File: src/rtl/plic_irq_injector_if.sv
// Bundles the schedule-load, control, IRQ vector and status signals of the injector.
interface plic_irq_injector_if #(
  parameter int IRQ_NUM    = 53,
  parameter int IRQ_ID_W   = 6,
  parameter int ENTRY_LOG2 = 4,
  parameter int DLY_W      = 32
);
  logic                  cfg_wr_en;
  logic [ENTRY_LOG2-1:0] cfg_wr_idx;
  logic [DLY_W-1:0]      cfg_wr_dly;
  logic [IRQ_ID_W-1:0]   cfg_wr_id;
  logic                  cfg_wr_last;
  logic                  arm;
  logic                  abort;
  logic [IRQ_NUM-1:0]    dev_irq_i;
  logic [IRQ_NUM-1:0]    irq_o;
  logic                  busy;
  logic                  done;
  logic [ENTRY_LOG2-1:0] cur_idx;

  modport master (
    output cfg_wr_en, cfg_wr_idx, cfg_wr_dly, cfg_wr_id, cfg_wr_last,
    output arm, abort, dev_irq_i,
    input  irq_o, busy, done, cur_idx
  );

  modport slave (
    input  cfg_wr_en, cfg_wr_idx, cfg_wr_dly, cfg_wr_id, cfg_wr_last,
    input  arm, abort, dev_irq_i,
    output irq_o, busy, done, cur_idx
  );
endinterface

File: src/rtl/plic_irq_injector.sv
// Scripted IRQ injector in front of the PLIC: walks a loadable table of
// {delay, id, last} entries, emitting a one-cycle pulse per entry, and ORs
// those pulses into the registered device IRQ vector. Bit 0 is forced low.
module plic_irq_injector #(
  parameter int IRQ_NUM    = 53,
  parameter int IRQ_ID_W   = 6,
  parameter int ENTRY_NUM  = 16,
  parameter int ENTRY_LOG2 = 4,
  parameter int DLY_W      = 32
) (
  input logic                clk,
  input logic                rst,
  plic_irq_injector_if.slave bus
);

  typedef enum logic [1:0] {S_IDLE, S_RUN, S_DONE} state_t;

  localparam logic [ENTRY_LOG2-1:0] LAST_IDX = ENTRY_LOG2'(ENTRY_NUM - 1);
  localparam logic [IRQ_NUM-1:0]    SRC_MASK = ~IRQ_NUM'(1);

  // Schedule table; deliberately not reset so it survives rst.
  logic [DLY_W-1:0]      r_dly  [ENTRY_NUM];
  logic [IRQ_ID_W-1:0]   r_id   [ENTRY_NUM];
  logic                  r_last [ENTRY_NUM];

  state_t                r_state;
  logic [DLY_W-1:0]      r_cnt;
  logic [ENTRY_LOG2-1:0] r_cur_idx;
  logic                  r_busy;
  logic                  r_done;
  logic [IRQ_NUM-1:0]    r_irq;

  logic                  w_wr_ok;
  logic                  w_fire;
  logic                  w_end;
  logic [ENTRY_LOG2-1:0] w_nxt_idx;
  logic [IRQ_NUM-1:0]    w_inj;

  // Writes are locked out while running or while an arm is being sampled,
  // so the run always starts from a stable table.
  assign w_wr_ok   = bus.cfg_wr_en && (r_state != S_RUN) && !bus.arm;
  // Abort suppresses the pulse of an entry firing on the same edge.
  assign w_fire    = (r_state == S_RUN) && (r_cnt == '0) && !bus.abort;
  // The physical last entry ends the run even without its last flag.
  assign w_end     = r_last[r_cur_idx] || (r_cur_idx == LAST_IDX);
  assign w_nxt_idx = r_cur_idx + ENTRY_LOG2'(1);

  // Table load port.
  always_ff @(posedge clk) begin
    if (w_wr_ok) begin
      r_dly[bus.cfg_wr_idx]  <= bus.cfg_wr_dly;
      r_id[bus.cfg_wr_idx]   <= bus.cfg_wr_id;
      r_last[bus.cfg_wr_idx] <= bus.cfg_wr_last;
    end
  end

  // One-hot decode of the firing entry's id; id 0 and ids past the vector
  // match no bit, so such entries only consume their time slot.
  always_comb begin
    w_inj = '0;
    for (int b = 1; b < IRQ_NUM; b++)
      w_inj[b] = w_fire && (r_id[r_cur_idx] == IRQ_ID_W'(b));
  end

  // Schedule sequencer with registered status outputs.
  always_ff @(posedge clk or posedge rst) begin
    if (rst) begin
      r_state   <= S_IDLE;
      r_cnt     <= '0;
      r_cur_idx <= '0;
      r_busy    <= 1'b0;
      r_done    <= 1'b0;
    end else if (bus.abort) begin
      r_state   <= S_IDLE;
      r_cnt     <= '0;
      r_cur_idx <= '0;
      r_busy    <= 1'b0;
      r_done    <= 1'b0;
    end else begin
      case (r_state)
        S_IDLE, S_DONE: begin
          if (bus.arm) begin
            r_state   <= S_RUN;
            r_cur_idx <= '0;
            r_cnt     <= r_dly[0];
            r_busy    <= 1'b1;
            r_done    <= 1'b0;
          end
        end
        S_RUN: begin
          if (r_cnt != '0) begin
            r_cnt <= r_cnt - DLY_W'(1);
          end else if (w_end) begin
            r_state <= S_DONE;
            r_busy  <= 1'b0;
            r_done  <= 1'b1;
          end else begin
            r_cur_idx <= w_nxt_idx;
            r_cnt     <= r_dly[w_nxt_idx];
          end
        end
        default: begin
          r_state <= S_IDLE;
          r_busy  <= 1'b0;
          r_done  <= 1'b0;
        end
      endcase
    end
  end

  // Registered merge of device levels and injected pulses; bit 0 held low.
  always_ff @(posedge clk or posedge rst) begin
    if (rst) r_irq <= '0;
    else     r_irq <= (bus.dev_irq_i | w_inj) & SRC_MASK;
  end

  assign bus.irq_o   = r_irq;
  assign bus.busy    = r_busy;
  assign bus.done    = r_done;
  assign bus.cur_idx = r_cur_idx;

endmodule

File: src/flat_wrapper.sv
// flat-port wrapper written by rule: the top's interface ports become plain ports
module plic_irq_injector_flat 
#(
  parameter int IRQ_NUM    = 53,
  parameter int IRQ_ID_W   = 6,
  parameter int ENTRY_NUM  = 16,
  parameter int ENTRY_LOG2 = 4,
  parameter int DLY_W      = 32
)
  (clk, rst, bus_cfg_wr_en, bus_cfg_wr_idx, bus_cfg_wr_dly, bus_cfg_wr_id, bus_cfg_wr_last, bus_arm, bus_abort, bus_dev_irq_i, bus_irq_o, bus_busy, bus_done, bus_cur_idx);
  plic_irq_injector_if #(.IRQ_NUM(IRQ_NUM), .IRQ_ID_W(IRQ_ID_W), .ENTRY_LOG2(ENTRY_LOG2), .DLY_W(DLY_W)) bus_i ();
  input logic clk;
  input logic rst;
  input wire logic [$bits(bus_i.cfg_wr_en)-1:0] bus_cfg_wr_en;
  input wire logic [$bits(bus_i.cfg_wr_idx)-1:0] bus_cfg_wr_idx;
  input wire logic [$bits(bus_i.cfg_wr_dly)-1:0] bus_cfg_wr_dly;
  input wire logic [$bits(bus_i.cfg_wr_id)-1:0] bus_cfg_wr_id;
  input wire logic [$bits(bus_i.cfg_wr_last)-1:0] bus_cfg_wr_last;
  input wire logic [$bits(bus_i.arm)-1:0] bus_arm;
  input wire logic [$bits(bus_i.abort)-1:0] bus_abort;
  input wire logic [$bits(bus_i.dev_irq_i)-1:0] bus_dev_irq_i;
  output wire logic [$bits(bus_i.irq_o)-1:0] bus_irq_o;
  output wire logic [$bits(bus_i.busy)-1:0] bus_busy;
  output wire logic [$bits(bus_i.done)-1:0] bus_done;
  output wire logic [$bits(bus_i.cur_idx)-1:0] bus_cur_idx;
  assign bus_i.cfg_wr_en = bus_cfg_wr_en;
  assign bus_i.cfg_wr_idx = bus_cfg_wr_idx;
  assign bus_i.cfg_wr_dly = bus_cfg_wr_dly;
  assign bus_i.cfg_wr_id = bus_cfg_wr_id;
  assign bus_i.cfg_wr_last = bus_cfg_wr_last;
  assign bus_i.arm = bus_arm;
  assign bus_i.abort = bus_abort;
  assign bus_i.dev_irq_i = bus_dev_irq_i;
  assign bus_irq_o = bus_i.irq_o;
  assign bus_busy = bus_i.busy;
  assign bus_done = bus_i.done;
  assign bus_cur_idx = bus_i.cur_idx;
  plic_irq_injector #(.IRQ_NUM(IRQ_NUM), .IRQ_ID_W(IRQ_ID_W), .ENTRY_NUM(ENTRY_NUM), .ENTRY_LOG2(ENTRY_LOG2), .DLY_W(DLY_W)) u_core (.clk(clk), .rst(rst), .bus(bus_i));
endmodule
File: config.mk
export PLATFORM = sky130hd
export DESIGN_NAME = plic_irq_injector_flat
export DESIGN_NICKNAME = d
export VERILOG_FILES = /design/src/rtl/plic_irq_injector_if.sv /design/src/rtl/plic_irq_injector.sv /design/src/flat_wrapper.sv
export SDC_FILE = /design/constraint.sdc
export NUM_CORES = 1
export LEC_CHECK = 0
export CORE_MARGIN = 2
export CORE_UTILIZATION = 28
export CTS_CLUSTER_SIZE = 12
export DETAILED_ROUTE_END_ITERATION = 16
export PLACE_DENSITY = 0.45
export SETUP_SLACK_MARGIN = 0.02
export SLEW_MARGIN = 10
export SYNTH_ARGS = -nofsm -noshare
export SYNTH_HDL_FRONTEND = slang
export SYNTH_SLANG_ARGS = --single-unit
File: constraint.sdc
create_clock -name clk -period 6.63 [get_ports clk]
set_input_delay 0.663 -clock clk [delete_from_list [all_inputs] [get_ports clk]]
set_output_delay 0.663 -clock clk [all_outputs]
set_load 0.01 [all_outputs]
==> reports/qor.csv <==
metric;value;unit
DRT iter0 DRCs;1191;
vias in the first global route;16100;
Synth Instances;1455;
status;finished clean;
critical path, cell by cell;or4_4 -> nand4bb_1 -> or3_1 -> nor4_4 -> a31o_2;
Wirelength per Cell;25.1;µm
CTS root buffer;clkbuf_16;
CP max FO;17;
post-CTS setup buffer count;0;
die height;322;µm
Detail Route Antenna Nets;0;
Post-synth top flop;edfxtp_1;
Die ar.;0.104;mm²
maxcap violations;0;
Num CTS Buffers;81;
Synth Register Bits;715;
Worst-path clk slew;60;ps
worst rel slew slack;25.7;%
min Tclk post-route;4220;ps
hpwl dp;44200;µm
Seq/Total Area, Yosys;74.0;%
number of flops mapped to enable cells by yosys;624;
global-route wire length before repair;113000;µm
fin nets;1771;
DRT Pass-1 Iters;5;
PortBufs;157;
Synthesized Nets;1559;
# rows;116;
Mean Syn Cell Area;19.5;µm²
drt drc;0;
Clock Sinks;715;
Final setup viols;0;
total wire length after detailed routing;77400;µm
worst slew pin tran;1110;ps
# hold bufs at CTS;0;
Netlist cell types;66;
Clock Skew;28.7;ps
critical path required time;7210;ps
All-Layer GR Usage;15.0;%
Area Growth Syn to Fin;21.2;%
setup TNS;0;ps
WS Path Type;reg2reg;
peak supply drop;0.217;mV
Gates resized, CTS repair;0;
Tcrit/Tclk final;63.7;%
antenna violations before repair;0;
asr flop ratio synth;12.7;%
vias per std cell;4.80;
synthesized area;0.0284;mm²
starting density of the core;28.3;%
DR vias;14800;
leakage;10.9;nW
Power Total;9.71;mW
Slowest-stage cell, CP;nor4_4;
slowest cell delay on critical path;1030;ps
Clock H-tree levels;3;
FMAX;237;MHz
CTS tree;built;
Ys Warns;0;
Hold Crit Class;in2async;
CP startpoint kind;flop;
ANT cells;0;
crit end category;flop;
Ports;160;
final hold viol count;0;
largest net degree at the start of global routing;83;
Die Width;322;µm
Core Box Area;0.100;mm²
share of layout cells above drive strength 1;22.2;%
clk buf depth;3;
Power Dens Cells;282;mW/mm²
RSZ-0062 raised after global routing;no;
Max Transition Viols Final;0;
Final GP Congestion;0.801;
clk_lat worst skew;640;ps
Crit path arrival time;4800;ps
total global routing overflow;0;
==> cell families (layout without fill, tap and decap cells) <==
logic type	after synthesis	after routing	synth area share, %
muxes	196	196	14.6
AOI/OAI and AO/OA	180	180	4.65
and+or+nand+nor	258	258	4.55
xor gates and xnor gates	21	21	0.648
DFF	715	715	74.0
buffers and inverters	81	358	1.39
adders and majority gates	3	3	0.132
other	1	1	0.0132
==> critical path: cells and delay by family (launching register included) <==
family,cells,cell delay [ps]
AND/OR/NAND/NOR,4,3400
AO/OA/AOI/OAI,1,270
flip-flops,1,460
==> path summary, 6_finish.rpt <==
| kind | slack [ps] | cells after the start | start | to |
|---|---|---|---|---|
| setup reg to reg | 2410 | 5 | u_core.r_cnt[15]$_DFFE_PP0P_ | u_core.bus.irq_o[22]$_DFF_PP0_ |
| min in group clk | 510 | 2 | u_core.r_dly[0][17]$_DFFE_PP_ | u_core.r_cnt[17]$_DFFE_PP0P_ |
| hold / removal | 480 | 2 | rst | u_core.bus.irq_o[41]$_DFF_PP0_ |
| hold reg to reg | 510 | 2 | u_core.r_dly[0][17]$_DFFE_PP_ | u_core.r_cnt[17]$_DFFE_PP0P_ |
| setup / recovery | 2410 | 5 | u_core.r_cnt[15]$_DFFE_PP0P_ | u_core.bus.irq_o[22]$_DFF_PP0_ |
| max in group asynchronous | 5040 | 3 | rst | u_core.bus.cur_idx[0]$_DFFE_PP0P_ |
==> synth_stat cells, drive strengths merged (6+ instances only) <==
library cell | n | area, µm²
xnor2 | 9 | 78.8
clkbuf | 21 | 78.8
nand3 | 28 | 140
nand4 | 9 | 56.3
a21oi | 23 | 115
xor2 | 12 | 105
o31ai | 9 | 81.3
nor4 | 13 | 145
nand2 | 85 | 319
o22ai | 14 | 87.6
edfxtp | 624 | 18700
a22o | 8 | 70.1
a31o | 25 | 219
nor3 | 21 | 110
mux2 | 7 | 78.8
o21ai | 23 | 119
nor2b | 6 | 37.5
and2 | 7 | 43.8
or3 | 8 | 50.1
dfrtp | 91 | 2280
a211oi | 7 | 52.6
buf | 49 | 274
mux2i | 16 | 160
inv | 11 | 41.3
nand2b | 9 | 56.3
nor2 | 56 | 210
mux4 | 173 | 3900
a21o | 28 | 210
==> state kept, by name, summed over array words and instances (netlist names) <==
register            flops
u_core.bus.irq_o       52
u_core.r_dly          512
u_core.r_cnt           32
u_core.r_id            96
u_core.bus.done         1
u_core.bus.cur_idx      4
u_core.r_last          16
u_core.r_state          1
u_core.bus.busy         1
==> routing by layer <==
metal / track usage, % / vias to the layer above / share of wire, %
met4: 4.32 / 0 / 2.0
met3: 2.21 / 93 / 3.8
met1: 20.0 / 8018 / 44
met5: 0 / - / 0
met2: 25.5 / 294 / 51
li1: - / 6426 / -
==> where the power goes <==
group | internal [mW] | switching, mW | total, mW
Combinational | 0.153 | 0.214 | 0.368
Sequential | 4.96 | 0.0426 | 5.00
Clock | 2.53 | 1.82 | 4.35
Total | 7.64 | 2.08 | 9.71
==> placed cells by master, fill, tap and decap left out, types with 9 or more instances in the layout <==
master	n
buf_4	39
nand2_1	85
inv_1	10
nor2_1	44
clkinv_1	16
clkbuf_16	83
edfxtp_1	624
o22ai_1	14
mux4_2	173
dfrtp_1	89
nand2b_1	9
a21o_1	28
mux2i_1	16
xor2_1	10
clkbuf_1	27
clkdlybuf4s50_1	157
a31o_2	19
nor2_4	12
nor3_1	16
nand3_1	28
o21ai_0	19
nand4_1	9
a21oi_1	23
==> layout make-up <==
cell class	count	area [µm²]
tap	1357	1700
clock inverter	36	344
timing repair buffer	199	1920
multi-input combinational	659	7150
fill	9475	65900
sequential	715	21000
inverter	11	43.8
clock buffer	112	2210
==> metrics by stage <==
stage	worst slack [ps]	hold slack (ps)	std cells	utilization (%)	cell area [µm²]
2_1_floorplan	1910	469	1455	-	28400
3_3_place_gp	2400	506	2941	31.7	31800
3_5_place_dp	2420	518	2941	31.7	31800
4_1_cts	2410	455	3089	34.3	34400
5_1_grt	2130	514	3089	34.3	34400
6_report	2410	475	3089	34.3	34400
Power figures use the tool's default switching activity.
